### config.mk
export PLATFORM = sky130hd
export DESIGN_NAME = pool2d_engine
export DESIGN_NICKNAME = d
export VERILOG_FILES = /design/src/rtl/pool2d_engine.sv
export SDC_FILE = /design/constraint.sdc
export NUM_CORES = 1
export LEC_CHECK = 0
export CORE_UTILIZATION = 63
export DETAILED_ROUTE_END_ITERATION = 7
export GPL_TIMING_DRIVEN = 0
export PLACE_DENSITY = 0.87
export SLEW_MARGIN = 20
export SYNTH_ARGS = -nofsm -noshare
export SYNTH_HDL_FRONTEND = slang
export SYNTH_SLANG_ARGS = --single-unit
### constraint.sdc
create_clock -name clk -period 11.8 [get_ports clk]
set_input_delay 1.77 -clock clk [delete_from_list [all_inputs] [get_ports clk]]
set_output_delay 1.77 -clock clk [all_outputs]
set_load 0.02 [all_outputs]
### src/rtl/pool2d_engine.sv
// KxK average/max pooling over a signed image held in a synchronous pixel memory.
// Each window takes K*K+2 cycles: K*K reads, one drain cycle to fold the last tap, one write.
module pool2d_engine #(
  parameter int DATA_W  = 8,
  parameter int IMG_W   = 28,
  parameter int IMG_H   = 28,
  parameter int K       = 2,
  parameter int OUT_W   = 16,
  parameter int ADDR_W  = 10,
  parameter int OADDR_W = 8
) (
  input  logic               clk,
  input  logic               reset,
  input  logic               start,
  input  logic               mode,
  output logic               busy,
  output logic               done,
  output logic               rd_en,
  output logic [ADDR_W-1:0]  rd_addr,
  input  logic [DATA_W-1:0]  rd_data,
  output logic               wr_en,
  output logic [OADDR_W-1:0] wr_addr,
  output logic [OUT_W-1:0]   wr_data
);

  localparam int LOG2K = $clog2(K);
  localparam int SUM_W = DATA_W + 2*LOG2K;
  localparam int WX    = IMG_W / K;
  localparam int WY    = IMG_H / K;
  localparam int TAPS  = K * K;
  localparam int TW    = $clog2(TAPS);
  localparam int CW    = $clog2(WX + 1);
  localparam int RW    = $clog2(WY + 1);

  typedef enum logic [2:0] {IDLE, READ, DRAIN, WRITE, DONE} state_t;

  state_t                   state_q;
  logic                     mode_q;
  logic [TW-1:0]            tap_q;
  logic [CW-1:0]            wcol_q;
  logic [RW-1:0]            wrow_q;
  logic signed [SUM_W-1:0]  acc_q, acc_d;
  logic                     fold_vld_q, fold_first_q;
  logic                     busy_q, done_q, rd_en_q, wr_en_q;
  logic [ADDR_W-1:0]        rd_addr_q;
  logic [OADDR_W-1:0]       wr_addr_q;
  logic [OUT_W-1:0]         wr_data_q, wr_data_d;
  logic signed [SUM_W-1:0]  pix, shifted, res_sel;
  logic signed [DATA_W-1:0] res_narrow;
  logic                     last_col, last_row;

  function automatic logic [ADDR_W-1:0] addr_of(input int r, input int c, input int t);
    return ADDR_W'((r*K + t/K)*IMG_W + c*K + t%K);
  endfunction

  // Pixel arriving this cycle belongs to the tap read one cycle earlier.
  always_comb begin
    pix   = SUM_W'($signed(rd_data));
    acc_d = acc_q;
    if (fold_vld_q) begin
      if (fold_first_q)  acc_d = pix;
      else if (mode_q)   acc_d = (pix > acc_q) ? pix : acc_q;
      else               acc_d = acc_q + pix;
    end
    shifted    = acc_d >>> (2*LOG2K);
    res_sel    = mode_q ? acc_d : shifted;
    res_narrow = res_sel[DATA_W-1:0];
    wr_data_d  = OUT_W'(res_narrow);
  end

  assign last_col = (wcol_q == CW'(WX-1));
  assign last_row = (wrow_q == RW'(WY-1));

  always_ff @(posedge clk) begin
    if (reset) begin
      state_q      <= IDLE;
      mode_q       <= 1'b0;
      tap_q        <= '0;
      wcol_q       <= '0;
      wrow_q       <= '0;
      acc_q        <= '0;
      fold_vld_q   <= 1'b0;
      fold_first_q <= 1'b0;
      busy_q       <= 1'b0;
      done_q       <= 1'b0;
      rd_en_q      <= 1'b0;
      wr_en_q      <= 1'b0;
      rd_addr_q    <= '0;
      wr_addr_q    <= '0;
      wr_data_q    <= '0;
    end else begin
      fold_vld_q   <= rd_en_q;
      fold_first_q <= rd_en_q && (tap_q == '0);
      acc_q        <= acc_d;
      case (state_q)
        IDLE: begin
          if (start) begin
            mode_q    <= mode;
            wcol_q    <= '0;
            wrow_q    <= '0;
            tap_q     <= '0;
            rd_en_q   <= 1'b1;
            rd_addr_q <= addr_of(0, 0, 0);
            busy_q    <= 1'b1;
            state_q   <= READ;
          end
        end
        READ: begin
          if (tap_q == TW'(TAPS-1)) begin
            rd_en_q <= 1'b0;
            tap_q   <= '0;
            state_q <= DRAIN;
          end else begin
            tap_q     <= tap_q + 1'b1;
            rd_addr_q <= addr_of(int'(wrow_q), int'(wcol_q), int'(tap_q) + 1);
          end
        end
        DRAIN: begin
          wr_en_q   <= 1'b1;
          wr_addr_q <= OADDR_W'(int'(wrow_q)*WX + int'(wcol_q));
          wr_data_q <= wr_data_d;
          state_q   <= WRITE;
        end
        WRITE: begin
          wr_en_q <= 1'b0;
          acc_q   <= '0;
          if (last_col) begin
            wcol_q <= '0;
            if (last_row) begin
              wrow_q  <= '0;
              done_q  <= 1'b1;
              state_q <= DONE;
            end else begin
              wrow_q    <= wrow_q + 1'b1;
              rd_en_q   <= 1'b1;
              rd_addr_q <= addr_of(int'(wrow_q) + 1, 0, 0);
              state_q   <= READ;
            end
          end else begin
            wcol_q    <= wcol_q + 1'b1;
            rd_en_q   <= 1'b1;
            rd_addr_q <= addr_of(int'(wrow_q), int'(wcol_q) + 1, 0);
            state_q   <= READ;
          end
        end
        DONE: begin
          done_q  <= 1'b0;
          busy_q  <= 1'b0;
          state_q <= IDLE;
        end
        default: state_q <= IDLE;
      endcase
    end
  end

  assign busy    = busy_q;
  assign done    = done_q;
  assign rd_en   = rd_en_q;
  assign rd_addr = rd_addr_q;
  assign wr_en   = wr_en_q;
  assign wr_addr = wr_addr_q;
  assign wr_data = wr_data_q;

endmodule

==> impl_metrics.env <==
export IMPL_max_cap_violations=0
export IMPL_core_mm2=0.00777
export IMPL_synth_area_mm2=0.00509
export IMPL_path_class="in -> reg"
export IMPL_hold_ws_ns=0.462
export IMPL_mostFrequentLayoutCell="nor2_1"
export IMPL_finClkSkew_ns=0.00984
export IMPL_regArea_mm2=0.00112
export IMPL_yosysUniqueCellTypes=62
export IMPL_finalWirelength_um=13700
export IMPL_cts_htree_levels=2
export IMPL_vias_per_cell=6.20
export IMPL_die_width_um=91.9
export IMPL_die_y_um=91.9
export IMPL_layout_worst_path_cycle_share_pct=39.3
export IMPL_synth_top_area_share_pct=22.0
export IMPL_synth_fp_nets=738
export IMPL_setup_tns_ns=0
export IMPL_synth_enable_flop_cells=0
export IMPL_synth_top_area_cell="dfxtp_1"
export IMPL_grt_pass1_wl_um=22300
export IMPL_num_io_pins=50
export IMPL_place_port_buffers=49
export IMPL_clk_path_buf_depth=2
export IMPL_drtIter0Drc=419
export IMPL_drt_met1_wl_um=5990
export IMPL_synth_ff_type="dfxtp_1"
export IMPL_synth_async_sr_flop_share_pct=0
export IMPL_ys_ff_latch=56
export IMPL_cp_arrival_ns=4.83
export IMPL_synth_avg_cell_area_um2=7.80
export IMPL_track_usage_pct=33.4
export IMPL_start_kind="input port"
export IMPL_wl_per_cell_um=16.9
export IMPL_met3_length_um=1120
export IMPL_leakage_uw=0.00251
export IMPL_hold_class="reg -> reg"
export IMPL_multi_input_area_mm2=0.00355
export IMPL_top_layer="met4"
export IMPL_slew_violations=0
export IMPL_clk_latency_ns=0.33
export IMPL_antenna_found_initial=0
export IMPL_clkTransAtPathRegs_ns=0.11
export IMPL_yosysWarnings=0
export IMPL_fmax_mhz=216
export IMPL_root_buffer="clkbuf_8"
export IMPL_synthTopCellsByArea="dfxtp_1 22%, ha_1 15%, a21oi_1 5.9%, fa_1 5.9%, xnor2_1 4.8%"
export IMPL_postCtsHoldBufs=0
export IMPL_die_area_mm2=0.00844
export IMPL_cts_resized_gates=0
export IMPL_cts_inserted_buffers=5
export IMPL_diodes=0
export IMPL_syn_to_final_growth_pct=14.0
export IMPL_drt_pre_antenna_iters=6
export IMPL_status="finished, final reports clean"
export IMPL_drc=0
export IMPL_finalWeightedCongestion=0.966
export IMPL_dp_hpwl_um=10800
export IMPL_vias=5028
export IMPL_rsz0062_at_grt="no"
export IMPL_syn_inst=652
export IMPL_initial_core_util_pct=65.5
export IMPL_final_antenna_net_count=0
export IMPL_fin_crit_ns=4.64
export IMPL_ir_worst_vdd_v=0.0000616
export IMPL_cts_tree="yes"
export IMPL_hold_violations=0
export IMPL_cp_required_ns=11.99
export IMPL_worst_pin_slew_ns=0.683
export IMPL_max_slew_margin_pct=54.5
export IMPL_ys_seq_area_share_pct=22.0
export IMPL_rows=32
export IMPL_cts_setup_buffers=0
export IMPL_grt_ovfl_total=0
export IMPL_setup_viol_count_final=0
export IMPL_grt_max_degree=20
export IMPL_grt_pass1_vias=4679
export IMPL_mostFrequentLayoutCells="64 x nor2_1, 60 x nand2_1, 60 x a21oi_1, 59 x ha_1, 57 x inv_1"
export IMPL_n_fill_cell=614
export IMPL_wl_met2_um=6280
export IMPL_powerDensity_mw_per_mm2=80.8
export IMPL_cp_end_kind="register"
export IMPL_path_max_fanout=9
export IMPL_cts_sinks=56
export IMPL_layout_nets=794
export IMPL_drive_gt1_share_pct=4.51
## power by group
| part | internal (uW) | switching (uW) | total [uW] | leakage (uW) |
|---|---|---|---|---|
| clock network | 43.5 | 74.4 | 118 | 0.0000423 |
| registers | 197 | 7.25 | 204 | 0.000455 |
| logic | 57.2 | 88.9 | 146 | 0.00202 |
## metal layers
layer	up-vias	GRT usage (%)
met5	-	0
met4	0	11.8
met3	34	4.06
met2	259	53.1
met1	2376	46.6
li1	2359	-
## critical path, stage by stage
cell	delay (ns)
clkdlybuf4s50_1	0.58
ha_1	0.45
a21o_1	0.19
a2111oi_0	0.62
o221a_1	0.32
buf_6	0.15
o22ai_2	0.15
mux2_2	0.31
o211ai_1	0.20
a21oi_1	0.09
## state kept, by name, summed over array words and instances, names as in the netlist, 2 cells and up
register  cells
rd_addr      10
wr_addr       8
acc_q        10
wr_data       8
state_q       3
wcol_q        4
wrow_q        4
tap_q         2
## through the flow
stage | instances | area [um^2] | total power (uW) | utilization, % | worst slack [ns]
2_1_floorplan | 652 | 5090 | 306 | - | 7.98
3_3_place_gp | 803 | 5710 | 345 | 73.5 | 7.09
3_5_place_dp | 803 | 5710 | 350 | 73.5 | 6.87
4_1_cts | 811 | 5800 | 463 | 74.7 | 7.21
5_1_grt | 811 | 5800 | 489 | 74.7 | 6.98
6_report | 811 | 5800 | 468 | 74.7 | 7.16
## Yosys cell counts (all sizes together) (7+ instances only)
| library cell | instances |
|---|---|
| nand3 | 7 |
| nor2b | 8 |
| dfxtp | 56 |
| mux2i | 9 |
| nor2 | 65 |
| fa | 15 |
| o21ai | 26 |
| xor2 | 16 |
| inv | 57 |
| a211oi | 7 |
| buf | 17 |
| nand2 | 60 |
| o22ai | 8 |
| a21o | 11 |
| a31oi | 10 |
| xnor2 | 28 |
| ha | 59 |
| clkbuf | 22 |
| nor3 | 26 |
| a21oi | 61 |
## cell families after synthesis
kind of cell,after synthesis,synth area share (%)
mux,11,2.21
buf+inv,97,8.14
simple gates,204,18.7
compound gates,166,20.9
fa+ha+maj,74,20.4
xor+xnor,44,7.58
flops,56,22.0
## area by class of cell
class                      instances  area share [%]
multi-input combinational        499            61.2
clock buffer                       5            1.19
inverter                          58            3.75
clock inverter                     3           0.453
timing repair buffer              49            8.46
buffer                            39            3.39
tap                              102            2.20
sequential                        56            19.3
## final timing paths
| check | cells after the start | to | slack [ns] | startpoint |
|---|---|---|---|---|
| max | 10 | wr_data[6] | 7.16 | rd_data[7] |
| max reg2reg | 16 | rd_addr[9] | 7.45 | wrow_q[0] |
| min reg2reg | 2 | wr_addr[4] | 0.46 | wr_addr[4] |
| min | 2 | wr_addr[4] | 0.46 | wr_addr[4] |
Note: power is estimated with default switching activity, not from simulation.
